`src/rtl/rv_hostcall_resp_pkg.sv`:
```
// Shared types for the host-call mailbox: syscall numbers, register map,
// FSM states and the STATUS bit layout.
package rv_hostcall_resp_pkg;

  localparam int          DATA_W         = 32;
  localparam logic [31:0] SYS_EXIT_NUM   = 32'd93;
  localparam logic [31:0] SYS_WRITE_NUM  = 32'd64;
  localparam logic [31:0] ENOSYS_VAL     = 32'hFFFF_FFDA;
  localparam int          TX_TIMEOUT_DEF = 1024;

  typedef enum logic [2:0] {
    ADR_CMD    = 3'd0,
    ADR_ARG0   = 3'd1,
    ADR_ARG1   = 3'd2,
    ADR_ARG2   = 3'd3,
    ADR_STATUS = 3'd4,
    ADR_RET    = 3'd5
  } reg_adr_e;

  typedef enum logic [1:0] {
    ST_IDLE,
    ST_DISPATCH,
    ST_SEND,
    ST_DONE
  } hc_state_e;

  typedef struct packed {
    logic ovr;
    logic tmo;
    logic exit_req;
    logic busy;
  } status_t;

  function automatic logic [DATA_W-1:0] apply_be(input logic [DATA_W-1:0] old,
                                                 input logic [DATA_W-1:0] wd,
                                                 input logic [3:0]        be);
    logic [DATA_W-1:0] r;
    r = old;
    for (int i = 0; i < 4; i++) begin
      if (be[i]) r[8*i +: 8] = wd[8*i +: 8];
    end
    return r;
  endfunction

endpackage

```
`src/rtl/rv_hostcall_resp_txq.sv`:
```
// Byte sequencer for SYS_write: walks the payload word little-endian,
// holds each byte under backpressure and aborts on a per-byte timeout.
module rv_hostcall_resp_txq
  import rv_hostcall_resp_pkg::*;
#(
  parameter int TX_TIMEOUT = TX_TIMEOUT_DEF
) (
  input  logic              clk,
  input  logic              reset,
  input  logic              start,
  input  logic [DATA_W-1:0] data,
  input  logic [2:0]        len,
  input  logic              tx_ready,
  output logic [7:0]        tx_data,
  output logic              tx_valid,
  output logic              done,
  output logic              timeout,
  output logic [2:0]        sent
);

  localparam int CNT_W = $clog2(TX_TIMEOUT + 1);
  localparam logic [CNT_W-1:0] CNT_MAX = CNT_W'(TX_TIMEOUT - 1);

  logic [DATA_W-1:0] data_q;
  logic [2:0]        len_q;
  logic [1:0]        idx;
  logic [CNT_W-1:0]  cnt;
  logic              last;
  logic              expire;

  function automatic logic [7:0] byte_sel(input logic [DATA_W-1:0] d, input logic [1:0] i);
    logic [7:0] b;
    case (i)
      2'd0:    b = d[7:0];
      2'd1:    b = d[15:8];
      2'd2:    b = d[23:16];
      default: b = d[31:24];
    endcase
    return b;
  endfunction

  assign last    = ({1'b0, idx} == (len_q - 3'd1));
  assign expire  = (cnt == CNT_MAX);
  assign done    = tx_valid && ((tx_ready && last) || (!tx_ready && expire));
  assign timeout = tx_valid && !tx_ready && expire;
  assign sent    = timeout ? {1'b0, idx} : len_q;

  always_ff @(posedge clk) begin
    if (reset) begin
      data_q   <= '0;
      len_q    <= '0;
      idx      <= '0;
      cnt      <= '0;
      tx_valid <= 1'b0;
      tx_data  <= '0;
    end else if (start) begin
      data_q   <= data;
      len_q    <= len;
      idx      <= '0;
      cnt      <= '0;
      tx_valid <= 1'b1;
      tx_data  <= data[7:0];
    end else if (tx_valid) begin
      if (tx_ready) begin
        cnt <= '0;
        if (last) begin
          tx_valid <= 1'b0;
        end else begin
          idx     <= idx + 2'd1;
          tx_data <= byte_sel(data_q, idx + 2'd1);
        end
      end else if (expire) begin
        tx_valid <= 1'b0;
      end else begin
        // stalled: data and valid hold, only the timeout counter moves
        cnt <= cnt + CNT_W'(1);
      end
    end
  end

endmodule

```
`src/rtl/rv_hostcall_resp.sv`:
```
// Host-call mailbox peripheral: single-cycle register bus, syscall dispatch
// FSM for exit/write/unknown, sticky status flags.
module rv_hostcall_resp
  import rv_hostcall_resp_pkg::*;
#(
  parameter logic [31:0] SYS_EXIT   = SYS_EXIT_NUM,
  parameter logic [31:0] SYS_WRITE  = SYS_WRITE_NUM,
  parameter logic [31:0] ENOSYS_RET = ENOSYS_VAL,
  parameter int          TX_TIMEOUT = TX_TIMEOUT_DEF
) (
  input  logic              clk,
  input  logic              reset,
  input  logic              cs,
  input  logic [3:0]        we,
  input  logic [2:0]        adr,
  input  logic [DATA_W-1:0] wdata,
  output logic [DATA_W-1:0] rdata,
  output logic              rdy,
  output logic [7:0]        tx_data,
  output logic              tx_valid,
  input  logic              tx_ready,
  output logic              exit_req,
  output logic [DATA_W-1:0] exit_code
);

  hc_state_e         state, state_n;
  logic [DATA_W-1:0] cmd_q, arg0_q, arg1_q, arg2_q;
  logic [DATA_W-1:0] snap0, snap1, snap2;
  logic [DATA_W-1:0] ret_q;
  logic [DATA_W-1:0] rd_mux;
  logic              ovr, tmo, busy;
  logic              wr_en, rd_en, cmd_wr, stat_rd, start;
  logic              tx_done, tx_tmo;
  logic [2:0]        tx_sent;
  logic [2:0]        wr_len;
  status_t           st;

  // Payload length saturates at one word's worth of bytes.
  function automatic logic [2:0] sat_len(input logic [DATA_W-1:0] v);
    return (v > 32'd4) ? 3'd4 : v[2:0];
  endfunction

  assign busy    = (state != ST_IDLE);
  assign wr_en   = cs && (we != 4'b0);
  assign rd_en   = cs && (we == 4'b0);
  assign cmd_wr  = wr_en && (adr == ADR_CMD);
  assign stat_rd = rd_en && (adr == ADR_STATUS);
  assign wr_len  = sat_len(snap2);
  assign start   = (state == ST_DISPATCH) && (cmd_q == SYS_WRITE) && (wr_len != 3'd0);

  rv_hostcall_resp_txq #(
    .TX_TIMEOUT(TX_TIMEOUT)
  ) u_txq (
    .clk     (clk),
    .reset   (reset),
    .start   (start),
    .data    (snap1),
    .len     (wr_len),
    .tx_ready(tx_ready),
    .tx_data (tx_data),
    .tx_valid(tx_valid),
    .done    (tx_done),
    .timeout (tx_tmo),
    .sent    (tx_sent)
  );

  always_ff @(posedge clk) begin
    if (reset) state <= ST_IDLE;
    else       state <= state_n;
  end

  always_comb begin
    state_n = state;
    case (state)
      ST_IDLE:     if (cmd_wr) state_n = ST_DISPATCH;
      ST_DISPATCH: begin
        if (cmd_q == SYS_WRITE && wr_len != 3'd0) state_n = ST_SEND;
        else                                      state_n = ST_DONE;
      end
      ST_SEND:     if (tx_done) state_n = ST_DONE;
      ST_DONE:     state_n = ST_IDLE;
      default:     state_n = ST_IDLE;
    endcase
  end

  always_comb begin
    st       = '{ovr: ovr, tmo: tmo, exit_req: exit_req, busy: busy};
    rd_mux   = '0;
    case (adr)
      ADR_CMD:    rd_mux = cmd_q;
      ADR_ARG0:   rd_mux = arg0_q;
      ADR_ARG1:   rd_mux = arg1_q;
      ADR_ARG2:   rd_mux = arg2_q;
      ADR_STATUS: rd_mux = {28'd0, st};
      ADR_RET:    rd_mux = ret_q;
      default:    rd_mux = '0;
    endcase
  end

  always_ff @(posedge clk) begin
    if (reset) begin
      rdy       <= 1'b0;
      rdata     <= '0;
      cmd_q     <= '0;
      arg0_q    <= '0;
      arg1_q    <= '0;
      arg2_q    <= '0;
      snap0     <= '0;
      snap1     <= '0;
      snap2     <= '0;
      ret_q     <= '0;
      ovr       <= 1'b0;
      tmo       <= 1'b0;
      exit_req  <= 1'b0;
      exit_code <= '0;
    end else begin
      rdy   <= cs;
      rdata <= rd_en ? rd_mux : '0;

      if (wr_en && adr == ADR_ARG0) arg0_q <= apply_be(arg0_q, wdata, we);
      if (wr_en && adr == ADR_ARG1) arg1_q <= apply_be(arg1_q, wdata, we);
      if (wr_en && adr == ADR_ARG2) arg2_q <= apply_be(arg2_q, wdata, we);

      // the call works on a snapshot so later ARG writes cannot disturb it
      if (cmd_wr && !busy) begin
        cmd_q <= wdata;
        snap0 <= arg0_q;
        snap1 <= arg1_q;
        snap2 <= arg2_q;
      end

      // a new event in the same cycle as a STATUS read survives the clear
      ovr <= (cmd_wr && busy) || (ovr && !stat_rd);
      tmo <= (state == ST_SEND && tx_tmo) || (tmo && !stat_rd);

      if (state == ST_DISPATCH) begin
        if (cmd_q == SYS_EXIT) begin
          exit_code <= snap0;
          exit_req  <= 1'b1;
          ret_q     <= '0;
        end else if (cmd_q == SYS_WRITE) begin
          if (wr_len == 3'd0) ret_q <= '0;
        end else begin
          ret_q <= ENOSYS_RET;
        end
      end

      if (state == ST_SEND && tx_done) ret_q <= {29'd0, tx_sent};
    end
  end

endmodule

```
`config.mk`:
```
export PLATFORM = sky130hd
export DESIGN_NAME = rv_hostcall_resp
export DESIGN_NICKNAME = d
export VERILOG_FILES = /design/src/rtl/rv_hostcall_resp_pkg.sv /design/src/rtl/rv_hostcall_resp_txq.sv /design/src/rtl/rv_hostcall_resp.sv
export SDC_FILE = /design/constraint.sdc
export NUM_CORES = 1
export LEC_CHECK = 0
export CAP_MARGIN = 0
export CORE_MARGIN = 2
export CORE_UTILIZATION = 52
export CTS_CLUSTER_SIZE = 10
export DETAILED_ROUTE_END_ITERATION = 10
export GPL_ROUTABILITY_DRIVEN = 0
export PLACE_DENSITY = 0.82
export RECOVER_POWER = 50
export SLEW_MARGIN = 30
export SYNTH_ARGS = -nofsm -noshare
export SYNTH_HDL_FRONTEND = slang
export SYNTH_SLANG_ARGS = --single-unit
```
`constraint.sdc`:
```
create_clock -name clk -period 2.05 [get_ports clk]
set_input_delay 0.41 -clock clk [delete_from_list [all_inputs] [get_ports clk]]
set_output_delay 0.41 -clock clk [all_outputs]
set_load 0.05 [all_outputs]
```
# --- After elaboration in Yosys (flattened, before gate mapping) ---
# Index checks and enable logic that the tools add are counted.
word_totals:
  input_bits: 43
  reg_bits: 383
classes:
  reduce_logical: 60
  n_addsub: 3
  muxes: 24
  bitwise_logic: 2
  magnitude_cmp: 1
  n_eq_ne: 20
ops:
  columns: ["op", "n"]
  rows:
  - ["32-bit one-hot mux with 6 select lines", 1]
  - ["32-bit 2-to-1 mux", 3]
  - ["32-bit by 7-bit equality test with 1-bit output, second input constant", 2]
  - ["2-bit AND reduction", 17]
  - ["32-bit by 3-bit greater-than comparator with 1-bit output, second input constant", 1]
  - ["8-bit 2-to-1 mux", 4]
  - ["8-bit one-hot mux with 3 select lines", 1]
  - ["11-bit 2-to-1 mux", 2]
  - ["1-bit logical AND", 21]
  - ["3-bit 2-to-1 mux", 4]
  - ["11-bit by 1-bit adder with 11-bit output, second input constant", 1]
  - ["11-bit by 10-bit equality test with 1-bit output, second input constant", 1]
  - ["2-bit != test, second input constant", 4]
  - ["2-bit one-hot mux with 4 select lines", 1]
  - ["2-bit nonzero test", 4]
  - ["2-bit equality test, second input constant", 3]
  - ["3-bit by 2-bit equality test with 1-bit output, second input constant", 2]
  - ["3-bit equality test, second input constant", 2]
  - ["3-bit logical NOT", 2]
  - ["1-bit 2-to-1 mux", 6]
  - ["3-bit AND reduction", 2]
  - ["2-bit OR reduction", 3]
  - ["2-bit by 1-bit equality test with 1-bit output, second input constant", 2]
  - ["2-bit logical NOT", 2]
  - ["13 further kinds", 19]

# --- Longest topological paths before layout ---
logic_depth:
  word_depth: 8
  ltp_mapped: 8
  mapped_depth_nobuf: 8

# --- Cells and area by module ---
# A second synthesis with hierarchy kept.
unflattened:
  cells_unflattened: 1652
  hier_area_um2: 14302.5
by_module_without_submodules:
  columns: ["module", "cells_per_inst", "seq_area_each_um2", "area_each_um2", "n_inst"]
  rows:
  - ["rv_hostcall_resp", 1356, 5965.7, 11634.9, 1]
  - ["rv_hostcall_resp_txq", 296, 1141.1, 2667.6, 1]

# --- Least setup slack after synthesis ---
# No wires, ideal clock.
synth_timing:
  kind: "register to register"
  startpoint: "register u_txq.len_q[0]"
  endpoint: "register ret_q[1]"
  synth_period_minus_slack_ns: 2.119
  path_buffers: 0
  stages_incl_launch_ff: 9
  t_arrival_ns: 2.048
  setup_slack_ns: -0.069
  required_time_ns: 1.979
  cell_sequence: "dfxtp_1 -> inv_1 -> ha_1 -> xnor2_1 -> nor4b_1 -> o21ai_0 -> nor2_1 -> mux2_2 -> o2bb2ai_1"
synth_between:
  elab_chain_cells: 8
synth_rtl:
  columns: ["item", "line_no", "source"]
  rows:
  - ["from (decl)", "rv_hostcall_resp_txq.sv:25", "logic [2:0] len_q;"]
  - ["from (signal assigned)", "rv_hostcall_resp_txq.sv:58", "len_q <= len;"]
  - ["3-bit by 1-bit subtractor with 3-bit output *", "rv_hostcall_resp_txq.sv:42", "assign last = ({1'b0, idx} == (len_q - 3'd1));"]
  - ["2-bit by 3-bit equality test with 1-bit output *", "rv_hostcall_resp_txq.sv:42", null]
  - ["1-bit logical AND *", "rv_hostcall_resp_txq.sv:44", "assign done = tx_valid && ((tx_ready && last) || (!tx_ready && expire));"]
  - ["1-bit logical OR *", "rv_hostcall_resp_txq.sv:44", null]
  - ["1-bit logical AND *", "rv_hostcall_resp_txq.sv:44", null]
  - ["1-bit logical AND *", "rv_hostcall_resp.sv:148", "if (state == ST_SEND && tx_done) ret_q <= {29'd0, tx_sent};"]
  - ["4-bit by 1-bit != test with 1-bit output (no source line) or 2-bit nonzero test (tied branches)", null, null]
  - ["2-bit AND reduction (no source line)", null, null]
  - ["to (signal assigned)", "rv_hostcall_resp.sv:148", null]
  - ["to (decl)", "rv_hostcall_resp.sv:29", "logic [DATA_W-1:0] ret_q;"]
# Every way passes the cells marked *; elsewhere a longest branch is shown, timed or not.
# A chain may end at the register's enable or synchronous reset.

# --- Worst setup path after layout ---
layout_timing:
  startpoint: "register cmd_q[20]"
  endpoint: "register u_txq.tx_data[6]"
layout_between:
  elab_chain_cells: 5
layout_rtl:
  columns: ["item", "line_no", "source"]
  rows:
  - ["from (decl)", "rv_hostcall_resp.sv:27", "logic [DATA_W-1:0] cmd_q, arg0_q, arg1_q, arg2_q;"]
  - ["from (signal assigned)", "rv_hostcall_resp.sv:126", "cmd_q <= wdata;"]
  - ["32-bit by 7-bit equality test with 1-bit output *", "rv_hostcall_resp.sv:49", "assign start = (state == ST_DISPATCH) && (cmd_q == SYS_WRITE) && (wr_len != 3'd0);"]
  - ["1-bit logical AND * (2 in a row)", "rv_hostcall_resp.sv:49", null]
  - ["2-bit != test (no source line) or 2-bit nonzero test (tied branches)", null, null]
  - ["3-bit AND reduction (no source line)", null, null]
  - ["to (signal assigned)", "rv_hostcall_resp_txq.sv:62", "tx_data <= data[7:0];"]
  - ["to (signal assigned)", "rv_hostcall_resp_txq.sv:70", "tx_data <= byte_sel(data_q, idx + 2'd1);"]
  - ["to (decl)", "rv_hostcall_resp_txq.sv:14", "output logic [7:0] tx_data,"]
# Marked as above.

==> impl_metrics.yaml <==
placement:
  dp.cells: 2171
  dpl.hpwl_mm: 26.6
  port_buffers: 117
power:
  clock_power_share: 0.450
  p_int_mw: 10.9
  ir_drop_v: 0.000596
  power_density_nw_per_um2: 796
  p_leak_nw: 6.55
  pwr-share-comb: 0.051
  switching_power_mw: 3.09
  power_mw: 14.0
  swShare: 0.220
  seqPwrFrac: 0.499
timing:
  hold_viol: 0
  relSlewSlack: 0.497
  fmax_ghz: 0.441
  worst_slack_ns: -0.217
  setup_tns_ns: -7.85
  post-route-period-util: 1.11
  tightest_slew_ns: 0.755
  period_needed_ns: 2.27
  holdWs_ns: 0.226
  fin_skew_ns: 0.0199
  setup_viol: 71
  drv_slew: 0
  grt_setup_unrepaired: "true"
global_route:
  overflow: 0
  track_usage: 0.280
  grt_pass1_wl_mm: 64.5
  first_global_vias: 12500
  antenna_found_initial: 1
  grt_max_degree: 164
routing:
  routedWlPerCell_um: 18.9
  final_antenna_net_count: 0
  wirelength_mm: 42.0
  via_count: 13200
  vias_per_cell: 5.95
  drt_iter0_drc: 1606
  drc: 0
  drt_first_pass_iters: 6
die:
  ios: 118
  die_h_um: 168
  rows: 60
  dieArea_sq_um: 28200
  start_util: 0.524
  dieWidth_um: 168
  core_sq_um: 26700
cts:
  htree_levels: 2
  clock_latency_ns: 0.52
  cts-root-buf: "clkbuf_16"
  clkSlewWorstSetupHoldPaths_ns: 0.06
  clockBufferDepth: 3
  cts_buffers: 41
  cts_tree: "yes"
  cts.sinks: 355
synthesis:
  netlist_area_sq_um: 14000
  synth-seq-cells: 355
  ys_warn_count: 0
  yosys.area.top_type_share: 0.508
  yosys.area.top_type: "dfxtp_1"
  ys.flop_type: "dfxtp_1"
  netlist-cell-type-count: 51
  synth_cells: 1717
  synth_edf_count: 0
  syn-num-nets: 1769
  ys_seq_area_frac: 0.508
  syn_avg_cell_area_sq_um: 8.15
  yosys-top-cells-area: "dfxtp_1, nand2_1, a21oi_1"
  async_flop_share: 0
final_layout:
  nets: 1931
  fill_cells: 2047
  drive_above_1_share: 0.143
  antenna_cells: 0
  final_cell_mix: "nand2_1, dfxtp_1, a21oi_1"
  area_delta_synth_final_pct: 25.7
  fin_cells: 2226
  final_common_cell: "nand2_1"
setup_path:
  cp-start-kind: "flop"
  endpoint_kind: "flop"
  cp_max_fo: 8
  arrival_ns: 2.69
  crit_type: "flop to flop"
  crit_required_ns: 2.48
status:
  failed_checks: "setup timing"
  status: "complete, but fails checks"
hold_path:
  min_path_type: "input port to flop"
job:
  max_cap_viol_count: 0
stage by stage:
stage | area (sq um) | utilization | setup WS, ns
finish | 17600 | 0.658 | -0.217
global route | 17600 | 0.658 | -0.245
CTS | 17500 | 0.654 | -0.0800
detailed placement | 16200 | 0.607 | -0.370
global placement | 16200 | 0.607 | -0.350
floorplan | 14000 | - | 0.0271
area by class of cell:
type | instances | area (sq um) | area share
sequential | 355 | 7120 | 0.404
multi-input combinational | 1226 | 6690 | 0.380
timing repair buffer | 247 | 2230 | 0.127
clock buffer | 48 | 1090 | 0.0622
tap | 341 | 427 | 0.0243
inverter | 8 | 30.0 | 0.00171
clock inverter | 1 | 8.76 | 0.000498
power by group through the flow:
| stage | clock network [mW] | registers [mW] | logic [mW] |
|---|---|---|---|
| 2_1_floorplan | 0 | 7.12 | 0.337 |
| 3_3_place_gp | 0 | 7.13 | 0.671 |
| 3_5_place_dp | 0 | 7.13 | 0.678 |
| 4_1_cts | 6.34 | 6.98 | 0.690 |
| 5_1_grt | 6.63 | 6.99 | 0.747 |
| 6_report | 6.31 | 6.99 | 0.711 |
per-layer routing:
layer,global-route usage,vias to the layer above,share of wire
met5,0,-,0
met4,0.116,0,0.042
met3,0.0501,140,0.090
met2,0.471,729,0.48
met1,0.357,6253,0.39
li1,-,6113,-
Yosys cell counts, types with 2 or more instances:
master	count
a211oi_2	2
mux2i_1	54
xnor2_1	8
buf_2	21
mux2_2	24
or4_1	2
and3_1	3
and4_1	2
nor3b_1	3
nor4b_1	2
nor2_1	128
and2_1	12
a211oi_1	36
or3_1	2
o22a_1	4
clkbuf_1	93
nor4_1	15
nand4_1	6
buf_4	3
a21oi_1	274
buf_1	8
nor3_1	11
inv_1	8
nand2_1	479
xor2_1	5
a22o_1	2
dfxtp_1	355
nand3_1	76
a222oi_1	8
ha_1	9
nor2b_1	4
a22oi_1	25
buf_6	3
o21ai_0	13
cell families after synthesis:
| group | share of synthesized area |
|---|---|
| AND/OR/NAND/NOR | 0.226 |
| AO/OA/AOI/OAI | 0.150 |
| flip-flops | 0.508 |
| buffers and inverters | 0.0408 |
| multiplexers | 0.0595 |
| XOR/XNOR | 0.00813 |
| adder cells (fa/ha/maj) | 0.00804 |
critical path, cell delays in order (launching register included):
cell and delay, ns:
dfxtp_1 0.34, nor4_1 0.45, nand3_2 0.18, or2_4 0.32, or3_4 0.43, clkbuf_16 0.20, a211oi_2 0.24
final timing paths:
check	start	to	slack, ns	cells past startpoint
setup / recovery	cmd_q[20]	u_txq.tx_data[6]	-0.22	6
hold / removal	reset	state[1]	0.23	2
setup reg to reg	cmd_q[20]	u_txq.tx_data[6]	-0.22	6
hold reg to reg	exit_code[23]	exit_code[23]	0.45	2
flip-flops by register name, summed over array words and instances (netlist names), 11 cells and up:
signal        cells
snap2            32
u_txq.data_q     32
exit_code        32
snap1            32
arg2_q           32
cmd_q            32
rdata            32
arg1_q           32
snap0            32
u_txq.cnt        11
arg0_q           32
timing repair:
action,4_1_cts,5_1_grt
hold buffers,0,0
gates resized for setup,86,71
endpoints found under the setup margin,137,116
cloned,2,2
pin swaps,7,10
setup buffers,2,1
Power figures use the tool's default switching activity.
